--- src/rtl/pc_fetch_ctrl.sv ---
// PC register, next-PC select and fetch FSM (boot / run / halt / fault) ahead of the instruction ROM.
// Optional retired-instruction counter built only when PC_PERF_CNT_EN is defined.
module pc_fetch_ctrl #(
    parameter logic [31:0] RESET_VECTOR = 32'h0000_0000,
    parameter int unsigned IMEM_WORDS   = 100,
    parameter logic [31:0] HALT_INSTR   = 32'hFFFF_FFFF
) (
    input  logic        CLK,
    input  logic        RST,
    input  logic [31:0] Instr,
    input  logic        Stall,
    input  logic        PCSrc,
    input  logic        Jump,
    input  logic [31:0] SignImm,
    output logic [31:0] PC,
    output logic [31:0] PCPlus4,
    output logic        Valid,
    output logic        Halted,
    output logic        Fault,
    output logic [31:0] Retired
);

    typedef enum logic [1:0] {
        ST_BOOT,
        ST_RUN,
        ST_HALT,
        ST_FAULT
    } state_t;

    state_t      state_reg, state_next;
    logic [31:0] pc_reg, pc_next;
    logic [31:0] pc_plus4;
    logic [31:0] branch_target;
    logic [31:0] jump_target;
    logic [31:0] candidate;
    logic        retire_en;

    // A fetch address is legal only when word aligned and inside the ROM.
    function automatic logic in_range(input logic [31:0] addr);
        logic [31:0] word_idx;
        word_idx = {2'b00, addr[31:2]};
        return (addr[1:0] == 2'b00) && (word_idx < 32'(IMEM_WORDS));
    endfunction

    assign pc_plus4      = pc_reg + 32'd4;
    assign branch_target = pc_plus4 + {SignImm[29:0], 2'b00};
    assign jump_target   = {pc_plus4[31:28], Instr[25:0], 2'b00};
    assign candidate     = Jump ? jump_target : (PCSrc ? branch_target : pc_plus4);

    always_comb begin
        state_next = state_reg;
        pc_next    = pc_reg;
        retire_en  = 1'b0;
        case (state_reg)
            ST_BOOT: begin
                state_next = in_range(pc_reg) ? ST_RUN : ST_FAULT;
            end
            ST_RUN: begin
                if (!Stall) begin
                    if (Instr == HALT_INSTR) begin
                        state_next = ST_HALT;
                    end else if (!in_range(candidate)) begin
                        // PC keeps the last good address so the faulting fetch can be traced.
                        state_next = ST_FAULT;
                    end else begin
                        pc_next   = candidate;
                        retire_en = 1'b1;
                    end
                end
            end
            ST_HALT:  state_next = ST_HALT;
            ST_FAULT: state_next = ST_FAULT;
            default:  state_next = ST_FAULT;
        endcase
    end

    always_ff @(posedge CLK) begin
        if (RST) begin
            state_reg <= ST_BOOT;
            pc_reg    <= RESET_VECTOR;
        end else begin
            state_reg <= state_next;
            pc_reg    <= pc_next;
        end
    end

    assign PC      = pc_reg;
    assign PCPlus4 = pc_plus4;
    assign Valid   = (state_reg == ST_RUN);
    assign Halted  = (state_reg == ST_HALT);
    assign Fault   = (state_reg == ST_FAULT);

`ifdef PC_PERF_CNT_EN
    logic [31:0] retired_reg;

    // Saturating so a long run never wraps back to a small count.
    always_ff @(posedge CLK) begin
        if (RST) begin
            retired_reg <= 32'd0;
        end else if (retire_en && (retired_reg != 32'hFFFF_FFFF)) begin
            retired_reg <= retired_reg + 32'd1;
        end
    end

    assign Retired = retired_reg;

    logic unused_bits;
    assign unused_bits = &{1'b0, SignImm[31:30]};
`else
    assign Retired = 32'd0;

    logic unused_bits;
    assign unused_bits = &{1'b0, SignImm[31:30], retire_en};
`endif

endmodule
--- config.mk ---
export PLATFORM = sky130hd
export DESIGN_NAME = pc_fetch_ctrl
export DESIGN_NICKNAME = d
export VERILOG_FILES = /design/src/rtl/pc_fetch_ctrl.sv
export SDC_FILE = /design/constraint.sdc
export NUM_CORES = 1
export LEC_CHECK = 0
export ABC_AREA = 1
export CORE_MARGIN = 5
export CORE_UTILIZATION = 45
export CTS_CLUSTER_SIZE = 24
export DETAILED_ROUTE_END_ITERATION = 6
export PLACE_DENSITY = 0.77
export REMOVE_ABC_BUFFERS = 1
export SYNTH_ARGS = -nofsm -noshare
export SYNTH_HDL_FRONTEND = slang
export SYNTH_SLANG_ARGS = --single-unit
--- constraint.sdc ---
create_clock -name CLK -period 3.73 [get_ports CLK]
set_input_delay 0.373 -clock CLK [delete_from_list [all_inputs] [get_ports CLK]]
set_output_delay 0.373 -clock CLK [all_outputs]
set_load 0.01 [all_outputs]
==> metrics.yaml, run 1 <==
status: "finished clean"
largest_reg_flops: 32
ys_ff_latch: 34
die_area_sq_um: 14500
antenna_found_initial: 0
syn_inst: 1071
hold_viol_final: 0
ant_nets: 0
synth_area_sq_um: 5500
synth_top_family_by_area: "simple AND/OR/NAND/NOR gates"
cts_made_buffers: 5
syn_area_per_cell_sq_um: 5.14
grt_pass1_vias: 6452
synth_top_area_cell: "nand2_1"
synth_compound_area_share_pct: 5.57
drt_wl_total_mm: 20.9
timing.rr.start: "PC[12]$_SDFFE_PP0P_"
wl_per_cell_um: 14.9
reg2reg_depth: 24
yosys_warnings: 0
critical_path.max_fanout: 17
timing.setup.tns_ns: 0
fp-row-count: 40
grt_max_degree: 36
synth_ff_type: "dfxtp_1"
core_sq_um: 12000
crit_end: "PC[14]$_SDFFE_PP0P_"
crit_type: "reg -> reg"
yosysSeqAreaShare_pct: 12.4
routabilityCongestion: 0.961
clk_latency_ns: 0.28
synth_adder_area_share_pct: 7.41
fin_ws_ns: 0.155
synth_xor_area_share_pct: 1.43
final_nets: 1358
muxShareOfSynthArea_pct: 0
drv_slew: 0
synth.distinct_cells: 41
synth-simple-area-share_pct: 54.4
drv_cap: 0
firstDrtPassIters: 5
rsz0062_at_grt: "yes"
finalSetupViolCount: 0
endpoint_kind: "register"
n_antenna_cell: 0
fmax_ghz: 0.280
cp.arrival_ns: 3.70
fin_crit_sh_pct: 95.8
reg2reg_slack_ns: 0.16
syn_to_final_growth_pct: 49.4
grt_remaining_overflow: 0
skew_ns: 0.00559
drtIter0Drc: 522
startpoint_type: "register"
grt_pass1_wl_mm: 30.8
worst_slew_pin_slew_ns: 0.720
r2r_end: "PC[14]$_SDFFE_PP0P_"
finalCriticalPeriod_ns: 3.57
vdd_drop_max_v: 0.000321
final_core_util_pct: 68.5
drc: 0
cts_tree: "built"
numClockSinks: 34
viasPerCell: 5.14
grt_usage_pct: 26.3
synth_top_area_share_pct: 27.6
vias: 7214
ys_top_cells_by_area: "nand2_1 (28%), dfxtp_1 (12%), inv_1 (12%)"
dp_slack_ns: -0.0561
power_leakage_nw: 4.12
pwr_density_cell_nw_per_um2: 132
cts_root_buf: "clkbuf_16"
fp.dieH_um: 121
crit_start: "PC[12]$_SDFFE_PP0P_"
hold_path.class: "reg -> reg"
clockBufferDepth: 2
portBuffers: 133
cts.clk_slew.worst_paths_ns: 0.05
fillCellCount: 1083
die_x_um: 121
synth_edf_count: 0
yosys-top-cells-count: "nand2_1 (404), inv_1 (181), nor2_1 (127)"
start_util_pct: 45.8
required_ns: 3.86
ios: 168
async_flop_share_pct: 0
yosysMostFrequentCell: "nand2_1"
cts_max_level: 2
drive_gt1_share_pct: 19.2
dp.final_hpwl_mm: 16.5
relSlewSlack_pct: 51.9
placed cells by master (no fill, tap or decap), types with 7 or more instances in the layout:
master and instances:
nand2_1 374, inv_1 175, clkdlybuf4s50_1 133, nor2_1 99, nand3_1 88, buf_4 59
nand2_2 33, conb_1 32, nor2_2 24, ha_4 23, nand4_1 22, dfxtp_2 18
a21oi_1 18, nor2_4 13, nand3b_1 12, dfxtp_1 11, inv_2 11, a21oi_2 11
nor3_1 9, clkbuf_16 8, ha_1 7
power by group:
part / switching, mW / internal (mW)
Clock: 0.140 / 0.257
Sequential: 0.00179 / 0.362
Combinational: 0.178 / 0.148
critical path, cell delays in order, from the launching register on:
cell       delay (ns)
dfxtp_2          0.37
nand2_2          0.11
nor2_4           0.15
nand2_2          0.09
nor2_4           0.13
buf_4            0.13
nand2_1          0.09
xor2_2           0.20
inv_1            0.08
ha_1             0.32
inv_1            0.10
o21bai_1         0.10
nor2_1           0.15
nand2_1          0.08
a21oi_2          0.19
nand3_2          0.14
nand3_2          0.10
nand2_1          0.06
nand2_1          0.06
nand2_1          0.08
nor2_2           0.12
nand4_4          0.21
clkbuf_16        0.25
nand2_1          0.07
nor2_1           0.04
repair_timing:
action / 4_1_cts / 5_1_grt
gates cloned: 0 / 3
resized for setup: 2 / 174
pin swaps: 0 / 19
buffers inserted: 0 / 6
hold buffers: 0 / 0
setup endpoints to repair: 9 / 34
final cells by class:
type / instances / area (sq um) / area share [%]
Inverter: 187 / 702 / 8.53
Sequential cell: 34 / 722 / 8.78
Tap cell: 147 / 184 / 2.24
Clock buffer: 6 / 139 / 1.69
Multi-Input combinational cell: 831 / 4580 / 55.7
Timing Repair Buffer: 198 / 1900 / 23.1
through the flow:
step / power (mW) / std cells / hold WS (ns) / area, sq um
detailed placement: 0.663 / 1388 / 0.468 / 7250
floorplan: 0.523 / 1052 / 0.445 / 5290
CTS: 1.06 / 1394 / 0.477 / 7400
finish: 1.09 / 1403 / 0.461 / 8220
global route: 1.13 / 1403 / 0.488 / 8220
global placement: 0.661 / 1388 / 0.458 / 7250
layer usage:
metal	vias to the layer above	global-route usage, %	wire length [um]
met3	63	3.13	1690
met5	-	0	0
met1	3207	35.0	8660
met2	332	43.8	9820
met4	0	9.35	761
li1	3612	-	-
cell families (layout without fill, tap and decap cells):
kind of cell	count (synthesis)	after routing
fa+ha+maj	32	32
xor+xnor	9	9
other cells	1	32
buf+inv	237	391
flops	34	34
simple gates	704	704
compound gates	54	54
worst min path at each step:
stage	from	end	slack (ns)	cells past startpoint
2_1_floorplan	RST	PC[0]$_SDFFE_PP0P_	0.45	1
3_3_place_gp	PC[11]$_SDFFE_PP0P_	PC[11]$_SDFFE_PP0P_	0.46	2
3_5_place_dp	PC[11]$_SDFFE_PP0P_	PC[11]$_SDFFE_PP0P_	0.47	2
4_1_cts	PC[11]$_SDFFE_PP0P_	PC[11]$_SDFFE_PP0P_	0.48	2
5_1_grt	PC[21]$_SDFFE_PP0P_	PC[21]$_SDFFE_PP0P_	0.49	2
6_report	PC[11]$_SDFFE_PP0P_	PC[11]$_SDFFE_PP0P_	0.46	2
(Power assumes the default switching activity.)
==> run 2, diff against run 1 <==
--- a/config.mk
+++ b/config.mk
@@ -7,10 +7,10 @@
 export LEC_CHECK = 0
 export ABC_AREA = 1
 export CORE_MARGIN = 5
-export CORE_UTILIZATION = 45
+export CORE_UTILIZATION = 49
 export CTS_CLUSTER_SIZE = 24
 export DETAILED_ROUTE_END_ITERATION = 6
-export PLACE_DENSITY = 0.77
+export PLACE_DENSITY = 0.83
 export REMOVE_ABC_BUFFERS = 1
 export SYNTH_ARGS = -nofsm -noshare
 export SYNTH_HDL_FRONTEND = slang
==> metrics.yaml, run 2 (synthesized netlist as in run 1, its figures left out) <==
status: "finished clean"  # unchanged
pwr_density_cell_nw_per_um2: 133  # was 132 nW/um^2
numClockSinks: 34  # unchanged
fp-row-count: 38  # was 40
endpoint_kind: "register"  # unchanged
hold_viol_final: 0  # unchanged
grt_remaining_overflow: 0  # unchanged
crit_type: "reg -> reg"  # unchanged
startpoint_type: "register"  # unchanged
wl_per_cell_um: 15.4  # was 14.9 um
fillCellCount: 953  # was 1083
ant_nets: 0  # unchanged
viasPerCell: 5.22  # was 5.14
power_leakage_nw: 4.16  # was 4.12 nW
grt_pass1_wl_mm: 30.8  # about the same
portBuffers: 133  # unchanged
grt_pass1_vias: 6565  # was 6452
die_x_um: 116  # was 121 um
fin_crit_sh_pct: 96.6  # was 95.8%
required_ns: 3.95  # was 3.86 ns
drtIter0Drc: 667  # was 522
reg2reg_depth: 23  # was 24
finalCriticalPeriod_ns: 3.60  # was 3.57 ns
hold_path.class: "reg -> reg"  # unchanged
min_from: "PC[20]$_SDFFE_PP0P_"  # was PC[11]$_SDFFE_PP0P_
fp.dieH_um: 116  # was 121 um
dp.final_hpwl_mm: 16.7  # was 16.5 mm
cts_tree: "built"  # unchanged
relSlewSlack_pct: 51.4  # was 51.9%
final_nets: 1356  # was 1358
largest_reg_flops: 32  # unchanged
hold_depth: 2  # unchanged
place_inst: 1378  # was 1388
drc: 0  # unchanged
grt_usage_pct: 28.7  # was 26.3%
rsz0062_at_grt: "yes"  # unchanged
cts_root_buf: "clkbuf_16"  # unchanged
firstDrtPassIters: 6  # was 5
whs_ns: 0.460  # was 0.461 ns
cts_max_level: 2  # unchanged
worst_slew_pin_slew_ns: 0.726  # was 0.720 ns
die_area_sq_um: 13500  # was 14500 sq um
cp.arrival_ns: 3.82  # was 3.70 ns
instances_no_fill: 1395  # was 1403
core_sq_um: 10900  # was 12000 sq um
vias: 7275  # was 7214
fin_area_sq_um: 8100  # was 8220 sq um
drv_slew: 0  # unchanged
fmax_ghz: 0.278  # was 0.280 GHz
finalSetupViolCount: 0  # unchanged
place_area_sq_um: 7210  # was 7250 sq um
cts_made_buffers: 5  # unchanged
r2r_end: "PC[6]$_SDFFE_PP0P_"  # was PC[14]$_SDFFE_PP0P_
antenna_found_initial: 0  # unchanged
clk_latency_ns: 0.28  # about the same
timing.rr.start: "PC[3]$_SDFFE_PP0P_"  # was PC[12]$_SDFFE_PP0P_
n_antenna_cell: 0  # unchanged
syn_to_final_growth_pct: 47.1  # was 49.4%
final_common_cell: "nand2_1"  # unchanged
clockBufferDepth: 2  # unchanged
cts_hold_buf: 0  # unchanged
skew_ns: 0.00678  # was 0.00559 ns
ios: 168  # unchanged
grt_max_degree: 36  # unchanged
timing.setup.tns_ns: 0  # unchanged
reg2reg_slack_ns: 0.13  # was 0.16 ns
cts.clk_slew.worst_paths_ns: 0.05  # about the same
drv_cap: 0  # unchanged
drt_wl_total_mm: 21.4  # was 20.9 mm
vdd_drop_max_v: 0.000290  # was 0.000321 V
start_util_pct: 50.3  # was 45.8%
critical_path.max_fanout: 17  # unchanged
routabilityCongestion: 0.944  # was 0.961
hold-path-endpoint: "PC[20]$_SDFFE_PP0P_"  # was PC[11]$_SDFFE_PP0P_
drive_gt1_share_pct: 18.3  # was 19.2%
layout_common_cells: "nand2_1 (376), inv_1 (176), clkdlybuf4s50_1 (133)"  # was nand2_1 (374), inv_1 (175), clkdlybuf4s50_1 (133)
run 2: worst max-delay path: stages, from the launching register on:
cell and delay, ns:
dfxtp_2 0.35, buf_4 0.13, nand2_2 0.10, nor2_4 0.21
nand3_2 0.13, nand3b_1 0.18, xor2_1 0.21, inv_1 0.13
ha_4 0.31, nand2_1 0.09, nor2_2 0.14, and2_4 0.17
and2_1 0.12, nand2_1 0.10, nand3_1 0.09, nand2_1 0.08
a21oi_1 0.13, nand2_1 0.11, nor2_2 0.13, nand4_4 0.20
clkbuf_16 0.25, nand2_1 0.07, inv_1 0.04, nor2_1 0.08
run 2: where the power goes:
| part | total (mW) | internal [mW] | switching (mW) |
|---|---|---|---|
| Sequential | 0.363 | 0.361 | 0.00174 |
| Clock | 0.390 | 0.241 | 0.149 |
| Combinational | 0.324 | 0.146 | 0.178 |
| Total | 1.08 | 0.747 | 0.329 |
run 2: what timing repair did:
action	CTS	global route
hold endpoints to repair	0	0
setup endpoints to repair	1	34
resized for setup	1	161
gates cloned	0	3
setup buffers	0	7
pin swaps	0	14
run 2: cell type report:
type                       count  area, sq um  share of cell area [%]
multi-input combinational    831         4490                    55.5
tap                          140          175                    2.16
sequential                    34          724                    8.95
timing repair buffer         196         1870                    23.1
clock inverter                 2         10.0                   0.124
clock buffer                   5          125                    1.55
inverter                     187          702                    8.67
run 2: per-layer routing:
layer  track usage, %  routed length (um)
met3             2.61                1940
met5                0                   0
met4             7.81                 610
met2             50.4               10400
met1             37.5                8490
run 2: worst max-delay path by stage:
stage / cells after the start / endpoint / from
final: 23 / PC[6]$_SDFFE_PP0P_ / PC[3]$_SDFFE_PP0P_
after global routing: 23 / PC[2]$_SDFFE_PP0P_ / PC[11]$_SDFFE_PP0P_
after CTS: 27 / PC[4]$_SDFFE_PP0P_ / PC[2]$_SDFFE_PP0P_
after detailed placement: 27 / PC[6]$_SDFFE_PP0P_ / PC[9]$_SDFFE_PP0P_
after global placement: 24 / PC[7]$_SDFFE_PP0P_ / PC[5]$_SDFFE_PP0P_
after floorplan: 23 / PC[2]$_SDFFE_PP0P_ / PC[2]$_SDFFE_PP0P_
run 2: through the flow:
stage	setup WS [ns]	utilization [%]	power, mW
after floorplan	0.135	-	0.523
final	0.127	74.1	1.08
after global routing	-0.152	74.1	1.13
after detailed placement	0.0268	65.9	0.664
after CTS	0.0158	67.2	1.05
after global placement	0.0762	65.9	0.661
==> run 3, diff against run 2 <==
--- a/config.mk
+++ b/config.mk
@@ -12,6 +12,7 @@
 export DETAILED_ROUTE_END_ITERATION = 6
 export PLACE_DENSITY = 0.83
 export REMOVE_ABC_BUFFERS = 1
+export SKIP_LAST_GASP = 1
 export SYNTH_ARGS = -nofsm -noshare
 export SYNTH_HDL_FRONTEND = slang
 export SYNTH_SLANG_ARGS = --single-unit
==> constraint.sdc (replaced) <==
create_clock -name CLK -period 3.6 [get_ports CLK]
set_input_delay 0.36 -clock CLK [delete_from_list [all_inputs] [get_ports CLK]]
set_output_delay 0.36 -clock CLK [all_outputs]
set_load 0.01 [all_outputs]
==> metrics.yaml, run 3 (synthesized netlist as in run 1, its figures left out) <==
slowest_delay_ns: 0.36  # was 0.35 ns
largest_reg_flops: 32  # unchanged
cts_max_level: 2  # unchanged
min_from: "PC[0]$_SDFFE_PP0P_"  # was PC[20]$_SDFFE_PP0P_
r2r_end: "PC[2]$_SDFFE_PP0P_"  # was PC[6]$_SDFFE_PP0P_
required_ns: 3.81  # was 3.95 ns
layout_common_cells: "nand2_1 (339), inv_1 (156), clkdlybuf4s50_1 (133)"  # was nand2_1 (376), inv_1 (176), clkdlybuf4s50_1 (133)
place_inst: 1436  # was 1378
cts_tree: "built"  # unchanged
hold_depth: 2  # unchanged
clockBufferDepth: 2  # unchanged
violations: "negative setup slack"
numClockSinks: 34  # unchanged
instances_no_fill: 1464  # was 1395
fp-row-count: 38  # unchanged
cp.arrival_ns: 4.03  # was 3.82 ns
hold_viol_final: 0  # unchanged
endpoint_kind: "register"  # unchanged
cts_hold_buf: 0  # unchanged
grt_pass1_wl_mm: 31.8  # was 30.8 mm
firstDrtPassIters: 7  # was 6
start_util_pct: 50.3  # unchanged
fin_crit_sh_pct: 106  # was 96.6%
relSlewSlack_pct: 50.3  # was 51.4%
final_core_util_pct: 83.2  # was 74.1%
power_leakage_nw: 4.58  # was 4.16 nW
grt_remaining_overflow: 0  # unchanged
fp.dieH_um: 116  # unchanged
drive_gt1_share_pct: 29.7  # was 18.3%
routabilityCongestion: 0.972  # was 0.944
rsz0062_at_grt: "yes"  # unchanged
dp.final_hpwl_mm: 17.3  # was 16.7 mm
cts_root_buf: "clkbuf_16"  # unchanged
reg2reg_depth: 25  # was 23
portBuffers: 133  # unchanged
fin_ws_ns: -0.219  # was 0.127 ns
drc: 0  # unchanged
status: "finished with violations"  # was finished clean
cts_made_buffers: 5  # unchanged
vdd_drop_max_v: 0.000284  # was 0.000290 V
whs_ns: 0.484  # was 0.460 ns
grt_pass1_vias: 6861  # was 6565
final_nets: 1424  # was 1356
vias: 7963  # was 7275
viasPerCell: 5.44  # was 5.22
crit_type: "reg -> reg"  # unchanged
worst_slew_pin_slew_ns: 0.744  # was 0.726 ns
grt_usage_pct: 29.5  # was 28.7%
n_antenna_cell: 0  # unchanged
drt_wl_total_mm: 24.8  # was 21.4 mm
cts.clk_slew.worst_paths_ns: 0.06  # was 0.05 ns
finalSetupViolCount: 33  # was 0
startpoint_type: "register"  # unchanged
critical_path.max_fanout: 17  # unchanged
grt_max_degree: 36  # unchanged
worst_path_max_delay_cell: "dfxtp_2"  # unchanged
skew_ns: 0.00385  # was 0.00678 ns
drv_cap: 0  # unchanged
crit_buf_inv: 3  # was 4
final_common_cell: "nand2_1"  # unchanged
ios: 168  # unchanged
timing.rr.start: "PC[15]$_SDFFE_PP0P_"  # was PC[3]$_SDFFE_PP0P_
drtIter0Drc: 755  # was 667
reg2reg_slack_ns: -0.22  # was 0.13 ns
crit_top_cell: "nand2_1"  # unchanged
syn_to_final_growth_pct: 65.4  # was 47.1%
antenna_found_initial: 0  # unchanged
die_x_um: 116  # unchanged
ant_nets: 0  # unchanged
hold_path.class: "reg -> reg"  # unchanged
die_area_sq_um: 13500  # unchanged
hold-path-endpoint: "PC[0]$_SDFFE_PP0P_"  # was PC[20]$_SDFFE_PP0P_
drv_slew: 0  # unchanged
finalCriticalPeriod_ns: 3.82  # was 3.60 ns
power_mw: 1.19  # was 1.08 mW
fillCellCount: 725  # was 953
core_sq_um: 10900  # unchanged
cp_top_family: "simple AND/OR/NAND/NOR gates"  # unchanged
pwr_density_cell_nw_per_um2: 130  # was 133 nW/um^2
fmax_ghz: 0.262  # was 0.278 GHz
clk_latency_ns: 0.28  # about the same
wl_per_cell_um: 16.9  # was 15.4 um
## run 3: cell types whose count changed in the layout (fill, tap and decap cells not counted), moves of 8 or more
cell     previous run  this run
buf_4              59       122
nand2_1           376       339
nand2_2            28        56
inv_1             176       156
inv_2              10        28
nor2_1            100        86
nand3_1            87        76
nand3_2             5        15
nor2_4             10        20
nand2_4             3        12
ha_4               19        27
## run 3: final cells by class
| class | count | area [sq um] | area share (%) |
|---|---|---|---|
| sequential | 34 | 722 | 7.93 |
| inverter | 187 | 707 | 7.77 |
| tap | 140 | 175 | 1.92 |
| clock inverter | 2 | 13.8 | 0.151 |
| clock buffer | 6 | 129 | 1.42 |
| multi-input combinational | 831 | 4960 | 54.5 |
| timing repair buffer | 264 | 2400 | 26.3 |
## run 3: layer usage
metal	global-route usage, %	vias up	wire, um
met3	3.50	118	2280
met4	12.3	0	1500
met2	50.4	507	11900
met5	0	-	0
li1	-	3745	-
met1	37.5	3593	9110
## run 3: stage by stage
step | setup TNS (ns) | cell area (sq um) | worst slack, ns
3_5_place_dp | -1.28 | 7640 | -0.0873
3_3_place_gp | -0.374 | 7640 | -0.0228
2_1_floorplan | 0 | 5290 | 0.00480
4_1_cts | 0 | 7870 | 0.0159
6_report | -3.97 | 9100 | -0.219
5_1_grt | -10.74 | 9100 | -0.416
## run 3: tightest hold or removal path, stage by stage, from the launching register on
cell and delay [ns]:
dfxtp_1 0.34, nand2_1 0.07, nor2_1 0.03
## run 3: worst max-delay path by stage
stage,from,depth (start not counted),endpoint,slack [ns]
after floorplan,PC[2]$_SDFFE_PP0P_,23,PC[2]$_SDFFE_PP0P_,0.005
after global placement,PC[7]$_SDFFE_PP0P_,25,PC[2]$_SDFFE_PP0P_,-0.02
after detailed placement,PC[7]$_SDFFE_PP0P_,26,PC[6]$_SDFFE_PP0P_,-0.09
after CTS,PC[2]$_SDFFE_PP0P_,24,PC[3]$_SDFFE_PP0P_,0.02
after global routing,PC[15]$_SDFFE_PP0P_,25,PC[2]$_SDFFE_PP0P_,-0.42
final,PC[15]$_SDFFE_PP0P_,25,PC[2]$_SDFFE_PP0P_,-0.22
## run 3: repair_timing
item                       CTS  global route
setup endpoints to repair   34            34
resized for setup           15           278
buffers inserted             0            17
pin swaps                    2            77
cloned                       0             3
## run 3: where the power goes
part	internal, mW	switching, mW	total [mW]
Clock	0.256	0.169	0.426
Sequential	0.373	0.00182	0.375
Combinational	0.173	0.211	0.384
Total	0.803	0.382	1.19
